### src/rtl/sift_desc_pkg.sv
// Shared definitions for the SIFT descriptor generator and reader so both
// sides agree on histogram word width and descriptor packing.
package sift_desc_pkg;

    localparam int PATCH_SIZE = 4;

    // One histogram word per 2x2 sub-patch; bin counts need clog2(cells)+1 bits,
    // and each word carries 8 such bins.
    function automatic int calc_word_width(input int patch);
        return ($clog2(patch / 2 * patch / 2) + 1) * 8;
    endfunction

    localparam int WORD_WIDTH = calc_word_width(PATCH_SIZE);
    localparam int DESC_WIDTH = 4 * WORD_WIDTH;

    typedef enum logic [1:0] {
        ST_IDLE,
        ST_FETCH,
        ST_PRESENT,
        ST_FINISH
    } reader_state_t;

endpackage

### src/rtl/descriptor_reader.sv
// Drains the descriptor BRAM four words at a time and presents each packed
// keypoint descriptor on a valid/ready stream.
//
// state      | meaning
// -----------+-----------------------------------------------------------
// ST_IDLE    | waiting for start; outputs quiet
// ST_FETCH   | reading the four sub-patch words of the current keypoint
// ST_PRESENT | descriptor on desc_out, waiting for desc_ready
// ST_FINISH  | done pulse is high for this one cycle
module descriptor_reader
    import sift_desc_pkg::*;
#(
    parameter int NUMBER_DESCRIPTORS = 4000,
    parameter int NUMBER_KEYPOINTS   = 1000,
    parameter int PATCH_SIZE         = sift_desc_pkg::PATCH_SIZE,
    parameter int BRAM_LATENCY       = 2,
    localparam int AW = $clog2(NUMBER_DESCRIPTORS),
    localparam int KW = $clog2(NUMBER_KEYPOINTS) + 1,
    localparam int WW = calc_word_width(PATCH_SIZE)
) (
    input  logic            clk,
    input  logic            rst_in,
    input  logic            start,
    input  logic [KW-1:0]   kp_count,
    output logic [AW-1:0]   desc_read_addr,
    input  logic [WW-1:0]   desc_read_data,
    output logic [4*WW-1:0] desc_out,
    output logic [KW-1:0]   kp_index,
    output logic            desc_valid,
    input  logic            desc_ready,
    output logic            busy,
    output logic            done
);

    localparam int WCW    = $clog2(BRAM_LATENCY + 1);
    localparam int MAX_KP = NUMBER_DESCRIPTORS / 4;

    reader_state_t  state;
    logic [KW-1:0]  count_q;
    logic [KW-1:0]  kp_clamped;
    logic [1:0]     word_cnt;
    logic [WCW-1:0] wait_cnt;

    // Limit the requested count so the reads never run past the BRAM.
    always_comb begin
        kp_clamped = kp_count;
        if (int'(kp_count) * 4 > NUMBER_DESCRIPTORS) begin
            kp_clamped = KW'(MAX_KP);
        end
    end

    // Reader FSM; desc_out doubles as the 4-slot capture register, which is
    // safe because slots are only written while desc_valid is low.
    always_ff @(posedge clk) begin
        if (rst_in) begin
            state          <= ST_IDLE;
            count_q        <= '0;
            word_cnt       <= '0;
            wait_cnt       <= '0;
            desc_read_addr <= '0;
            desc_out       <= '0;
            kp_index       <= '0;
            desc_valid     <= 1'b0;
            busy           <= 1'b0;
            done           <= 1'b0;
        end else begin
            done <= 1'b0;
            case (state)
                ST_IDLE: begin
                    if (start) begin
                        count_q        <= kp_clamped;
                        kp_index       <= '0;
                        desc_read_addr <= '0;
                        word_cnt       <= '0;
                        wait_cnt       <= '0;
                        busy           <= 1'b1;
                        if (kp_clamped == '0) begin
                            done  <= 1'b1;
                            state <= ST_FINISH;
                        end else begin
                            state <= ST_FETCH;
                        end
                    end
                end
                ST_FETCH: begin
                    if (wait_cnt == WCW'(BRAM_LATENCY)) begin
                        desc_out[int'(word_cnt)*WW +: WW] <= desc_read_data;
                        wait_cnt <= '0;
                        word_cnt <= word_cnt + 2'd1;
                        if (desc_read_addr != AW'(NUMBER_DESCRIPTORS - 1)) begin
                            desc_read_addr <= desc_read_addr + AW'(1);
                        end
                        if (word_cnt == 2'd3) begin
                            desc_valid <= 1'b1;
                            state      <= ST_PRESENT;
                        end
                    end else begin
                        wait_cnt <= wait_cnt + WCW'(1);
                    end
                end
                ST_PRESENT: begin
                    if (desc_ready) begin
                        desc_valid <= 1'b0;
                        kp_index   <= kp_index + KW'(1);
                        if (({1'b0, kp_index} + (KW+1)'(1)) < {1'b0, count_q}) begin
                            state <= ST_FETCH;
                        end else begin
                            done  <= 1'b1;
                            state <= ST_FINISH;
                        end
                    end
                end
                ST_FINISH: begin
                    busy  <= 1'b0;
                    state <= ST_IDLE;
                end
                default: begin
                    state <= ST_IDLE;
                end
            endcase
        end
    end

endmodule

### config.mk
export PLATFORM = sky130hd
export DESIGN_NAME = descriptor_reader
export DESIGN_NICKNAME = d
export VERILOG_FILES = /design/src/rtl/sift_desc_pkg.sv /design/src/rtl/descriptor_reader.sv
export SDC_FILE = /design/constraint.sdc
export NUM_CORES = 1
export LEC_CHECK = 0
export ABC_AREA = 1
export BUFFER_PORTS_ARGS = -buffer_cell sky130_fd_sc_hd__buf_2
export CORE_MARGIN = 4
export CORE_UTILIZATION = 55
export DETAILED_ROUTE_END_ITERATION = 7
export HOLD_SLACK_MARGIN = 0.05
export PLACE_DENSITY = 0.84
export SKIP_CTS_REPAIR_TIMING = 1
export SKIP_LAST_GASP = 1
export SYNTH_ARGS = -nofsm -noshare
export SYNTH_HDL_FRONTEND = slang
export SYNTH_SLANG_ARGS = --single-unit
### constraint.sdc
create_clock -name clk -period 3.85 [get_ports clk]
set_input_delay 1.155 -clock clk [delete_from_list [all_inputs] [get_ports clk]]
set_output_delay 1.155 -clock clk [all_outputs]
set_load 0.1 [all_outputs]
==> impl_metrics.tcl <==
set metrics [dict create \
    clock_skew_ns 0.00653 \
    die_area_mm2 0.0143 \
    finalSetupTns_ns 0 \
    setup_viol 0 \
    grt_antenna_before_repair 0 \
    yosys_warnings 0 \
    cts_made_buffers 17 \
    min_path_type "flop to flop" \
    die_h_um 120 \
    final_util_pct 68.6 \
    post-route-min-period_ns 3.06 \
    hold_viol 0 \
    relSlewSlack_pct 38.3 \
    grt_usage_pct 29.8 \
    crit_buf_inv 5 \
    die_w_um 120 \
    grt_max_degree 77 \
    path_clk_slew_ns 0.06 \
    drt_first_iter_violations 836 \
    synthCells 995 \
    area_growth_syn_to_layout_pct 21.4 \
    cts_buffer_depth 2 \
    syn_area_per_cell_um2 6.88 \
    gp_congestion 1.05 \
    vias 7390 \
    start_kind "flop" \
    core_mm2 0.0121 \
    rsz0062_at_grt "false" \
    cp_slowest_cell "ha_1" \
    cts_tree "done" \
    worstPathRequired_ns 4.20 \
    io_buffers 160 \
    fmax_mhz 326 \
    row_count 40 \
    path_delay_family "simple AND/OR/NAND/NOR gates" \
    insertedDiodeCount 0 \
    cp-end-kind "flop" \
    grt_pass1_vias 6870 \
    max_cap_viol_count 0 \
    dp_hpwl_um 15300 \
    totalWireLength_um 21400 \
    min_period_over_period_pct 79.6 \
    mostFrequentLayoutCells "nand2_1 (311), buf_2 (159), a21oi_1 (142)" \
    ios 161 \
    path_cells "buf_4 > inv_1 > ha_1 > nand2_2 > inv_2 > nor2_2 > buf_4 > inv_1 > or2_2 > nor2_1 > nand2_1 > a21oi_1" \
    drive_above_1_share_pct 18.6 \
    outcome "finished, final reports clean" \
    ys_ff_latch 139 \
    gr-total-overflow 0 \
    dr.pass1.iters 6 \
    layout_commonest_cell "nand2_1" \
    clock-sinks 139 \
    start_util_pct 56.6 \
    grt_pass1_wl_um 34400 \
    crit_path_max_fanout 21 \
    clockRootBuffer "clkbuf_16" \
    power_leakage_uw 0.00378 \
    synth_nets 1052 \
    tightest_slew_ns 0.924 \
    nets 1188 \
    worstSetupPathType "flop to flop" \
    wl_per_cell_um 16.4 \
    critPathMaxStageDelay_ns 0.45 \
    powerDensity_mw_per_mm2 477 \
    maxSlewViolCount 0 \
    ant_nets 0 \
    ys_types 41 \
    ir_worst_vdd_mv 0.321 \
    drc 0 \
    seq_area_frac_synth_pct 40.6 \
    arrival_ns 3.41 \
    vias_per_cell 5.64 \
    clkLatencyLatePin_ns 0.43 \
    syn_area_mm2 0.00685 \
    h-tree-depth 4 \
]
[stage by stage]
step	hold WS, ns	instances	setup slack, ns	total power (uW)	cell area (um2)
3_5_place_dp	0.448	1280	0.873	2190	7670
4_1_cts	0.456	1311	0.859	3950	8310
2_1_floorplan	0.425	995	1.04	2020	6850
6_report	0.457	1311	0.787	3970	8310
5_1_grt	0.474	1311	0.612	4110	8310
3_3_place_gp	0.441	1280	1.03	2180	7670
[final timing paths]
check | startpoint | end | slack [ns] | cells after the start
hold reg to reg | wait_cnt[1]$_SDFFE_PP0P_ | wait_cnt[1]$_SDFFE_PP0P_ | 0.46 | 1
hold / removal | wait_cnt[1]$_SDFFE_PP0P_ | wait_cnt[1]$_SDFFE_PP0P_ | 0.46 | 1
setup reg to reg | word_cnt[0]$_SDFFE_PP0P_ | desc_out[16]$_SDFFE_PP0P_ | 0.79 | 12
setup / recovery | word_cnt[0]$_SDFFE_PP0P_ | desc_out[16]$_SDFFE_PP0P_ | 0.79 | 12
[cells in the mapped netlist (all sizes together)]
library cell / n / share of area, %
a211oi: 3 / 0.33
a21o: 1 / 0.11
a21oi: 142 / 10
a221oi: 1 / 0.13
a22oi: 10 / 1.1
a2bb2oi: 1 / 0.13
a31oi: 6 / 0.55
and2: 3 / 0.27
buf: 20 / 1.8
clkbuf: 29 / 1.6
clkinv: 1 / 0.073
dfxtp: 139 / 41
ha: 18 / 3.3
inv: 84 / 4.6
nand2: 315 / 18
nand3: 32 / 2.6
nand4: 9 / 0.82
nor2: 72 / 4.1
nor3: 18 / 1.8
o211ai: 7 / 0.77
o21a: 1 / 0.11
o21ai: 41 / 3.0
o21bai: 2 / 0.22
o22ai: 17 / 1.6
or2: 14 / 1.3
xnor2: 3 / 0.38
xor2: 6 / 0.77
[power by group]
| group | internal, uW | switching (uW) | total (uW) |
|---|---|---|---|
| Sequential | 1470 | 19.5 | 1490 |
| Clock | 1160 | 623 | 1790 |
| Combinational | 169 | 528 | 697 |
| Total | 2800 | 1170 | 3970 |
[metal layers]
layer / share of wire [%] / vias up / GRT usage, %
li1: - / 3533 / -
met1: 40 / 3395 / 37.3
met2: 47 / 388 / 49.5
met3: 9.1 / 74 / 7.63
met4: 3.7 / 0 / 11.2
met5: 0 / - / 0
[area by class of cell]
class / instances / area, um2
fillers: 1079 / 3800
flip-flops and latches: 139 / 2780
repair buffers: 166 / 848
well taps: 168 / 210
inverters: 85 / 320
clock inverters: 11 / 194
clock buffers: 20 / 447
multi-input cells: 722 / 3510
[sequential cells by signal, indices dropped and copies added (netlist names)]
name            flops
desc_out           96
desc_read_addr     12
count_q            11
kp_index           11
state               2
wait_cnt            2
word_cnt            2
busy                1
desc_valid          1
done                1
[kinds of logic after synthesis]
logic type,after synthesis,share of synthesized area [%]
AOI/OAI and AO/OA,232,18.4
xor gates and xnor gates,9,1.15
buffers and inverters,134,8.13
adders and majority gates,18,3.29
and+or+nand+nor,463,28.5
DFF,139,40.6
Power figures use the tool's default switching activity.
